[src/rtl/shift_pkg.sv]
// Shared definitions for the parallel/serial shift block family.
// Holds the unloader state encoding and the counter-width helper.
package shift_pkg;

  typedef enum logic {
    IDLE,
    SHIFT
  } unload_state_t;

  // Bits needed for a counter that must hold the value len.
  function automatic int count_bits(input int len);
    return $clog2(len + 1);
  endfunction

endpackage

[src/rtl/shift_unloader_if.sv]
// Load (vector) and unload (word stream) handshakes of shift_unloader.
// master: environment side (producer + consumer); slave: the unloader.
interface shift_unloader_if #(
  parameter int DATA_BITS = 8,
  parameter int LENGTH    = 4
);

  logic                          load_valid;
  logic                          load_ready;
  logic [DATA_BITS*LENGTH-1:0]   load_data;
  logic                          out_valid;
  logic                          out_ready;
  logic [DATA_BITS-1:0]          out_data;
  logic                          out_last;

  modport master (
    output load_valid, load_data, out_ready,
    input  load_ready, out_valid, out_data, out_last
  );

  modport slave (
    input  load_valid, load_data, out_ready,
    output load_ready, out_valid, out_data, out_last
  );

endinterface

[src/rtl/shift_unloader.sv]
// shift_unloader: parallel-in / serial-out word unloader.
// Captures one LENGTH-word vector per load handshake and streams it out
// word 0 first on a valid/ready interface, flagging the final word.
// Optional macro SHIFT_UNLOADER_BACKTOBACK_EN: accept the next vector in the
// same cycle as the last beat, removing the idle bubble between vectors.
module shift_unloader
  import shift_pkg::*;
#(
  parameter int DATA_BITS = 8,
  parameter int LENGTH    = 4
) (
  input  logic              clk,
  input  logic              reset,   // synchronous, active-low
  shift_unloader_if.slave   bus
);

  localparam int              CW       = count_bits(LENGTH);
  localparam int              VEC_BITS = DATA_BITS * LENGTH;
  localparam logic [CW-1:0]   LAST_IDX = CW'(LENGTH - 1);

  generate
    if (LENGTH < 1 || DATA_BITS < 1) begin : g_bad_param
      $error("shift_unloader: LENGTH and DATA_BITS must both be >= 1");
    end
  endgenerate

  unload_state_t       r_state;
  unload_state_t       w_state_next;
  logic [CW-1:0]       r_count;
  logic [CW-1:0]       w_count_next;
  logic [VEC_BITS-1:0] r_vec;
  logic [VEC_BITS-1:0] w_vec_next;
  logic                w_last;
  logic                w_load_ready;
  logic                w_load_fire;
  logic                w_beat_fire;

  // Handshake outputs and next-state decode.
  always_comb begin
    // NOTE: every signal gets a default before any branch, so no path
    // leaves a value unassigned and no latch is inferred.
    w_state_next = r_state;
    w_count_next = r_count;
    w_vec_next   = r_vec;
    w_load_ready = 1'b0;

    w_last      = (r_state == SHIFT) && (r_count == LAST_IDX);
    w_beat_fire = (r_state == SHIFT) && bus.out_ready;

    // Load acceptance depends only on state, count and out_ready, never on
    // load_valid, so no combinational loop can form through the producer.
    if (reset) begin
`ifdef SHIFT_UNLOADER_BACKTOBACK_EN
      w_load_ready = (r_state == IDLE) || (w_last && bus.out_ready);
`else
      w_load_ready = (r_state == IDLE);
`endif
    end
    w_load_fire = bus.load_valid && w_load_ready;

    if (w_beat_fire) begin
      // Word 0 leaves; the rest move down and zeros enter at the top.
      w_vec_next = r_vec >> DATA_BITS;
      if (w_last) begin
        w_count_next = '0;
        w_state_next = IDLE;
      end else begin
        w_count_next = r_count + 1'b1;
      end
    end

    // A load accepted alongside the last beat overrides the return to IDLE.
    if (w_load_fire) begin
      w_vec_next   = bus.load_data;
      w_count_next = '0;
      w_state_next = SHIFT;
    end
  end

  assign bus.load_ready = w_load_ready;
  assign bus.out_valid  = (r_state == SHIFT);
  assign bus.out_data   = r_vec[DATA_BITS-1:0];
  assign bus.out_last   = w_last;

  // State register.
  always_ff @(posedge clk) begin
    // NOTE: sequential state uses non-blocking assignments so every register
    // samples pre-edge values regardless of block ordering.
    if (!reset) r_state <= IDLE;
    else        r_state <= w_state_next;
  end

  // Beat counter and word storage.
  always_ff @(posedge clk) begin
    if (!reset) begin
      // NOTE: the word storage is cleared on reset on purpose: out_data is
      // driven straight from it and must read 0 after reset.
      r_count <= '0;
      r_vec   <= '0;
    end else begin
      r_count <= w_count_next;
      r_vec   <= w_vec_next;
    end
  end

endmodule

[src/flat_wrapper.sv]
// flat-port wrapper written by rule: the top's interface ports become plain ports
module shift_unloader_flat import shift_pkg::*;
#(
  parameter int DATA_BITS = 8,
  parameter int LENGTH    = 4
)
  (clk, reset, bus_load_valid, bus_load_data, bus_out_ready, bus_load_ready, bus_out_valid, bus_out_data, bus_out_last);
  shift_unloader_if #(.DATA_BITS(DATA_BITS), .LENGTH(LENGTH)) bus_i ();
  input  logic clk;
  input  logic reset;
  input wire logic [$bits(bus_i.load_valid)-1:0] bus_load_valid;
  input wire logic [$bits(bus_i.load_data)-1:0] bus_load_data;
  input wire logic [$bits(bus_i.out_ready)-1:0] bus_out_ready;
  output wire logic [$bits(bus_i.load_ready)-1:0] bus_load_ready;
  output wire logic [$bits(bus_i.out_valid)-1:0] bus_out_valid;
  output wire logic [$bits(bus_i.out_data)-1:0] bus_out_data;
  output wire logic [$bits(bus_i.out_last)-1:0] bus_out_last;
  assign bus_i.load_valid = bus_load_valid;
  assign bus_i.load_data = bus_load_data;
  assign bus_i.out_ready = bus_out_ready;
  assign bus_load_ready = bus_i.load_ready;
  assign bus_out_valid = bus_i.out_valid;
  assign bus_out_data = bus_i.out_data;
  assign bus_out_last = bus_i.out_last;
  shift_unloader #(.DATA_BITS(DATA_BITS), .LENGTH(LENGTH)) u_core (.clk(clk), .reset(reset), .bus(bus_i));
endmodule
[config.mk]
export PLATFORM = sky130hd
export DESIGN_NAME = shift_unloader_flat
export DESIGN_NICKNAME = d
export VERILOG_FILES = /design/src/rtl/shift_pkg.sv /design/src/rtl/shift_unloader_if.sv /design/src/rtl/shift_unloader.sv /design/src/flat_wrapper.sv
export SDC_FILE = /design/constraint.sdc
export NUM_CORES = 1
export LEC_CHECK = 0
export ABC_AREA = 1
export CAP_MARGIN = 20
export CORE_AREA = 4 4 69 71
export CTS_CLUSTER_DIAMETER = 50
export DETAILED_ROUTE_END_ITERATION = 16
export DIE_AREA = 0 0 73 75
export GPL_TIMING_DRIVEN = 0
export HOLD_SLACK_MARGIN = 0.06
export PLACE_DENSITY = 0.76
export SYNTH_ARGS = -nofsm -noshare
export SYNTH_HDL_FRONTEND = slang
export SYNTH_SLANG_ARGS = --single-unit
[constraint.sdc]
create_clock -name clk -period 1.3 [get_ports clk]
set_clock_uncertainty 0.1 [all_clocks]
set_input_delay 0.325 -clock clk [delete_from_list [all_inputs] [get_ports clk]]
set_output_delay 0.325 -clock clk [all_outputs]
set_load 0.02 [all_outputs]
==> results of run 1 <==
==> layout make-up <==
cell class | count | area share
Buffer | 34 | 0.1009
Clock buffer | 7 | 0.03319
Inverter | 28 | 0.03879
Multi-Input combinational cell | 187 | 0.3366
Sequential cell | 36 | 0.2556
Tap cell | 52 | 0.02241
Timing Repair Buffer | 62 | 0.2125
==> sequential cells by signal, indices dropped and copies added, names as in the netlist <==
register,flops
u_core.r_vec,32
u_core.r_count,3
u_core.bus.out_valid,1
==> worst min-delay path, delay by kind of cell, from the launching register on <==
kind	cells	cell delay (ps)
AOI/OAI and AO/OA	1	40
DFF	1	320
and+or+nand+nor	1	80
==> routing by layer <==
layer / GRT usage / part of all wire
met1: 0.2758 / 0.37
met2: 0.4002 / 0.50
met3: 0.05474 / 0.099
met4: 0.09016 / 0.026
met5: 0 / 0
==> where the power goes <==
part | leakage (nW) | internal, W | switching (W) | total, W
Sequential | 0.300 | 0.00118 | 0.0000476 | 0.00123
Clock | 0.0503 | 0.000472 | 0.000398 | 0.000870
Combinational | 0.956 | 0.000406 | 0.000411 | 0.000817
==> cell usage in the layout (no fill, tap or decap), drive strengths merged <==
| cell | n |
|---|---|
| nand3 | 70 |
| buf | 55 |
| nand2 | 54 |
| dfxtp | 36 |
| a21oi | 35 |
| clkdlybuf4s50 | 32 |
| inv | 28 |
| nand4 | 24 |
| clkbuf | 14 |
| nor2 | 2 |
| nand3b | 1 |
| ha | 1 |
| bufbuf | 1 |
| dlygate4sd2 | 1 |
==> kinds of logic (layout without fill, tap and decap cells) <==
kind of cell / Yosys count / after routing / share of synthesized area
adder cells (fa/ha/maj): 1 / 1 / 0.006393
buffers and inverters: 63 / 131 / 0.1598
AO/OA/AOI/OAI: 35 / 35 / 0.08952
AND/OR/NAND/NOR: 150 / 151 / 0.3760
flip-flops: 36 / 36 / 0.3683
==> through the flow <==
stage,worst slack (ps),hold slack [ps],utilization,area [um2],TNS (ps)
final,-217.1,369.1,0.6856,2903,-5771
after global routing,-281.2,401.0,0.6856,2903,-8027
after CTS,-219.8,361.1,0.6492,2749,-4493
after detailed placement,-1132,351.6,0.5857,2480,-21590
after global placement,-1112,347.1,0.5857,2480,-21350
after floorplan,11.85,337.5,-,1974,0
==> cells in the mapped netlist <==
library cell / number
nand2_2: 1
nand3_1: 68
nor2_4: 1
buf_2: 17
nand4_1: 24
inv_2: 1
a21oi_1: 35
nand2_1: 53
buf_4: 10
nand3b_1: 1
inv_1: 26
dfxtp_1: 36
ha_1: 1
nand3_4: 1
clkbuf_1: 6
inv_4: 1
nor2_1: 1
buf_6: 2
==> worst paths after layout <==
| check | cells past startpoint | end | startpoint | slack, ps |
|---|---|---|---|---|
| max reg2reg | 8 | u_core.r_vec[23] | u_core.bus.out_valid | -220 |
| min | 2 | u_core.r_count[2] | u_core.r_count[2] | 370 |
| max | 5 | bus_out_last | u_core.bus.out_valid | -220 |
| min reg2reg | 2 | u_core.r_count[2] | u_core.r_count[2] | 370 |
==> repair_timing <==
action / 4_1_cts / 5_1_grt
pin swaps: 3 / 0
resized for setup: 89 / 23
buffers inserted: 6 / 7
cloned: 4 / 2
setup endpoints to repair: 46 / 47
==> metrics.cfg, run 1 <==
[finish]
drive_gt1_frac=0.2401
diodes=0
multi_input_area_um2=977.2
register_area_um2=742.0
nets=391
num-fill-cells=357
area_growth_pct=48.34
final_cell_count_no_fill=406

[place]
dp.cells=381
gp_congestion=0.8374
portBuffers=44
hpwl_um=3836

[sta]
worst_slack_ps=-217.1
slew_violations=0
finalHoldViolCount=0
setup_viol=39
finalCritPeriodShare=1.167
rsz0062_at_grt=true
fmax_mhz=659.2
slew_headroom=0.6313
worstMarginPinSlew_ps=553.1
finalCriticalPeriod_ps=1517

[clocking]
hold_buffers=0
worstSkewPairLatency_ps=290
clkSinkCount=36
cts_buffers=5
cts_htree_levels=2
clk_path_buf_depth=2
cts_tree=built
cts-root-buf=clkbuf_8
clk_transition_reported_paths_ps=70

[worst_hold_path]
hp-class=reg -> reg

[logic_synthesis]
ys_types=18
mappedNetlistNets=322
post-synth-top-area-fraction=0.3683
ys_ff_latch=36
yosysSeqAreaShare=0.3683
syn_inst=285
synth_area_leader_cell=dfxtp_1
yosysWarningCount=0
syn_area_um2=1957
ys_top_cells_by_area=dfxtp_1, nand3_1, nand2_1
syn_avg_cell_area_um2=6.866

[power_and_ir_drop]
powerDensity_nw_per_um2=1004
vdd_drop_max_mv=0.9095
finalPower_w=0.002916
cellLeakagePower_nw=1.306

[route]
vias=2317
drt_wl_total_um=6432
drtIter0Drc=269
drtPass1Iterations=6
route.detailed.drc=0
vias_per_cell=5.707
avgRoutedWirePerCell_um=15.84
final_antenna_net_count=0

[die]
die_x_um=73
io-pin-count=47
die_h_um=75
core_um2=4234
initial_utilization=0.4622
die_area_um2=5475
rows=24

[grt]
grt_max_degree=11
globalRouteOverflowTotal=0
grt_pass1_wl_um=9694
grt_usage=0.2308
antenna_found_initial=0
grt_pass1_vias=2053

[critical_path]
crit_fanout=4
crit_top_cell=buf_8
required_ps=880
worst_setup_path_end_kind=primary output
worst-setup-path-type=reg -> out
slowest_delay_ps=360
slowest_stage=dfxtp_4
crit_buf_inv=4
crit_chain=buf_8, inv_8, buf_8, nor2_4, buf_6
cp_top_family=buffers and inverters
cp_data_arrival_time_ps=1090
start_kind=flop

[run_status]
status=finished with violations
violations=negative setup slack

[job]
maxCapViolations=0

Power figures use the tool's default switching activity.
==> run 2: changes to the inputs <==
--- a/config.mk
+++ b/config.mk
@@ -14,6 +14,7 @@
 export GPL_TIMING_DRIVEN = 0
 export HOLD_SLACK_MARGIN = 0.06
 export PLACE_DENSITY = 0.76
+export SKIP_CTS_REPAIR_TIMING = 1
 export SYNTH_ARGS = -nofsm -noshare
 export SYNTH_HDL_FRONTEND = slang
 export SYNTH_SLANG_ARGS = --single-unit
==> run 2 against run 1 <==
  * The flow still finishes with violations (negative setup slack)
  * Global-route usage fell by 3.2 points
  * Count of clock-buffer cells in the layout did not move
  * Sequential share of layout area rose by 1.2 points
  * Register-to-register slack improved by 190 ps
  * Highest routed layer unchanged
  * Hold slack got worse by 3.6 ps
  * Clock power fell by 0.7%
  * Total power fell by 3.1%
  * Combinational power fell by 11%
  * Fmax fell by 2.3%
  * Utilization fell by 3.4 points
  * Final cell count fell by 2.7%
==> metrics.cfg, run 2 (synthesis gave the netlist of run 1 again) <==
[sta]
worstMarginPinSlew_ps=551.6  ; -1.537 ps
setup_viol=12  ; -69%
rsz0062_at_grt=true
slew_headroom=0.6323  ; +0.001025
finalCritPeriodShare=1.194  ; +0.02727
finalCriticalPeriod_ps=1553  ; +35.44 ps
finalHoldViolCount=0  ; unchanged
holdWs_ps=365.5  ; -3.601 ps
slew_violations=0  ; unchanged
fmax_mhz=644.1  ; -2.3%
worst_slack_ps=-252.5  ; -35.44 ps

[critical_path]
required_ps=880  ; about the same
start_kind=flop
slowest_stage=dfxtp_4
crit_top_cell=buf_8
cp_data_arrival_time_ps=1130  ; +40 ps
crit_chain=buf_8, inv_8, buf_8, nor2_4, buf_6
worst_setup_path_end_kind=primary output
worst-setup-path-type=reg -> out
crit_buf_inv=4  ; unchanged
cp_top_family=buffers and inverters
crit_fanout=8  ; +4
slowest_delay_ps=350  ; about the same

[grt]
grt_max_degree=11  ; unchanged
grt_usage=0.1987  ; -0.03218
grt_pass1_vias=1833  ; -11%
grt_pass1_wl_um=8431  ; -13%
antenna_found_initial=0  ; unchanged
globalRouteOverflowTotal=0  ; unchanged

[route]
vias=2169  ; -6.4%
drtIter0Drc=148  ; -45%
avgRoutedWirePerCell_um=14.08  ; -11%
drtPass1Iterations=5  ; -1
vias_per_cell=5.491  ; -3.8%
route.detailed.drc=0  ; unchanged
final_antenna_net_count=0  ; unchanged
drt_wl_total_um=5562  ; -14%

[job]
maxCapViolations=0  ; unchanged

[finish]
diodes=0  ; unchanged
final_util=0.6513  ; -0.03428
num-fill-cells=391  ; +9.5%
drive_gt1_frac=0.2187  ; -0.02145
nets=380  ; -2.8%
final_common_cell=nand3_1
area_growth_pct=40.92
layout_common_cells=nand3_1, nand2_1, a21oi_1
final_cell_count_no_fill=395  ; -2.7%
largest_register_ffs=32  ; unchanged
top_register=u_core.r_vec

[die]
initial_utilization=0.4622  ; unchanged
die_h_um=75  ; unchanged
io-pin-count=47  ; unchanged
rows=24  ; unchanged
die_area_um2=5475  ; unchanged
core_um2=4234  ; unchanged
die_x_um=73  ; unchanged

[clocking]
clk_path_buf_depth=2  ; unchanged
cts_htree_levels=2  ; unchanged
worstSkewPairLatency_ps=290  ; about the same
clkSinkCount=36  ; unchanged
cts_buffers=5  ; unchanged
clk_transition_reported_paths_ps=70  ; about the same
cts-root-buf=clkbuf_8
cts_tree=built

[place]
gp_congestion=0.8374  ; unchanged
dp.cells=381  ; unchanged
hpwl_um=3836  ; unchanged
portBuffers=44  ; unchanged

[power_and_ir_drop]
cellLeakagePower_nw=1.236  ; -5.4%
vdd_drop_max_mv=0.9133  ; +0.42%
powerDensity_nw_per_um2=1025  ; +2.0%
finalPower_w=0.002826  ; -3.1%

[worst_hold_path]
hp-class=reg -> reg

[run_status]
status=finished with violations
violations=negative setup slack

## run 2: routing by layer
metal  global-route usage  wire (um)  vias to the layer above
met2               0.3505       2814                       93
li1                     -          -                     1077
met4              0.05533         94                        0
met5                    0          0                        -
met3              0.04272        454                       12
met1               0.2439       2198                      987
## run 2: through the flow
stage               area, um2  setup TNS (ps)  worst slack, ps
floorplan                1974               0            11.85
global placement         2480          -21350            -1112
detailed placement       2480          -21590            -1132
CTS                      2576          -14030            -1145
global route             2758           -2020           -292.6
finish                   2758          -609.7           -252.5
## run 2: final timing paths
check	startpoint	endpoint	slack [ps]	depth (start not counted)
setup / recovery	u_core.bus.out_valid	bus_out_last	-250	5
hold / removal	u_core.r_count[2]	u_core.r_count[2]	370	2
setup reg to reg	u_core.bus.out_valid	u_core.r_vec[8]	-30	7
hold reg to reg	u_core.r_count[2]	u_core.r_count[2]	370	2
## run 2: final cells by class
class	instances	area, um2	share of cell area
Multi-Input combinational cell	186	952.2	0.3453
Timing Repair Buffer	51	520.5	0.1887
Sequential cell	36	737.0	0.2672
Inverter	28	112.6	0.04083
Tap cell	52	65.06	0.02359
Clock buffer	7	96.34	0.03494
Buffer	35	274.0	0.09937
## run 2: power by group
part           internal (W)  total (W)  switching (W)  leakage (nW)
combinational      0.000357   0.000731       0.000375         0.886
sequential          0.00118    0.00123      0.0000469         0.299
clock              0.000472   0.000864       0.000392        0.0503
total               0.00201    0.00283       0.000814          1.24
## run 2: worst reg2reg max path: cells and delay by family (launching register included)
family	cells	cell delay, ps
DFF	1	350
buffers and inverters	4	470
AOI/OAI and AO/OA	1	70
and+or+nand+nor	2	200
==> run 3: changes to the inputs <==
--- a/config.mk
+++ b/config.mk
@@ -15,6 +15,7 @@
 export HOLD_SLACK_MARGIN = 0.06
 export PLACE_DENSITY = 0.76
 export SKIP_CTS_REPAIR_TIMING = 1
+export SLEW_MARGIN = 25
 export SYNTH_ARGS = -nofsm -noshare
 export SYNTH_HDL_FRONTEND = slang
 export SYNTH_SLANG_ARGS = --single-unit
==> results of run 3 <==
The final DEF is identical to that of run 2; final timing and power are the same.
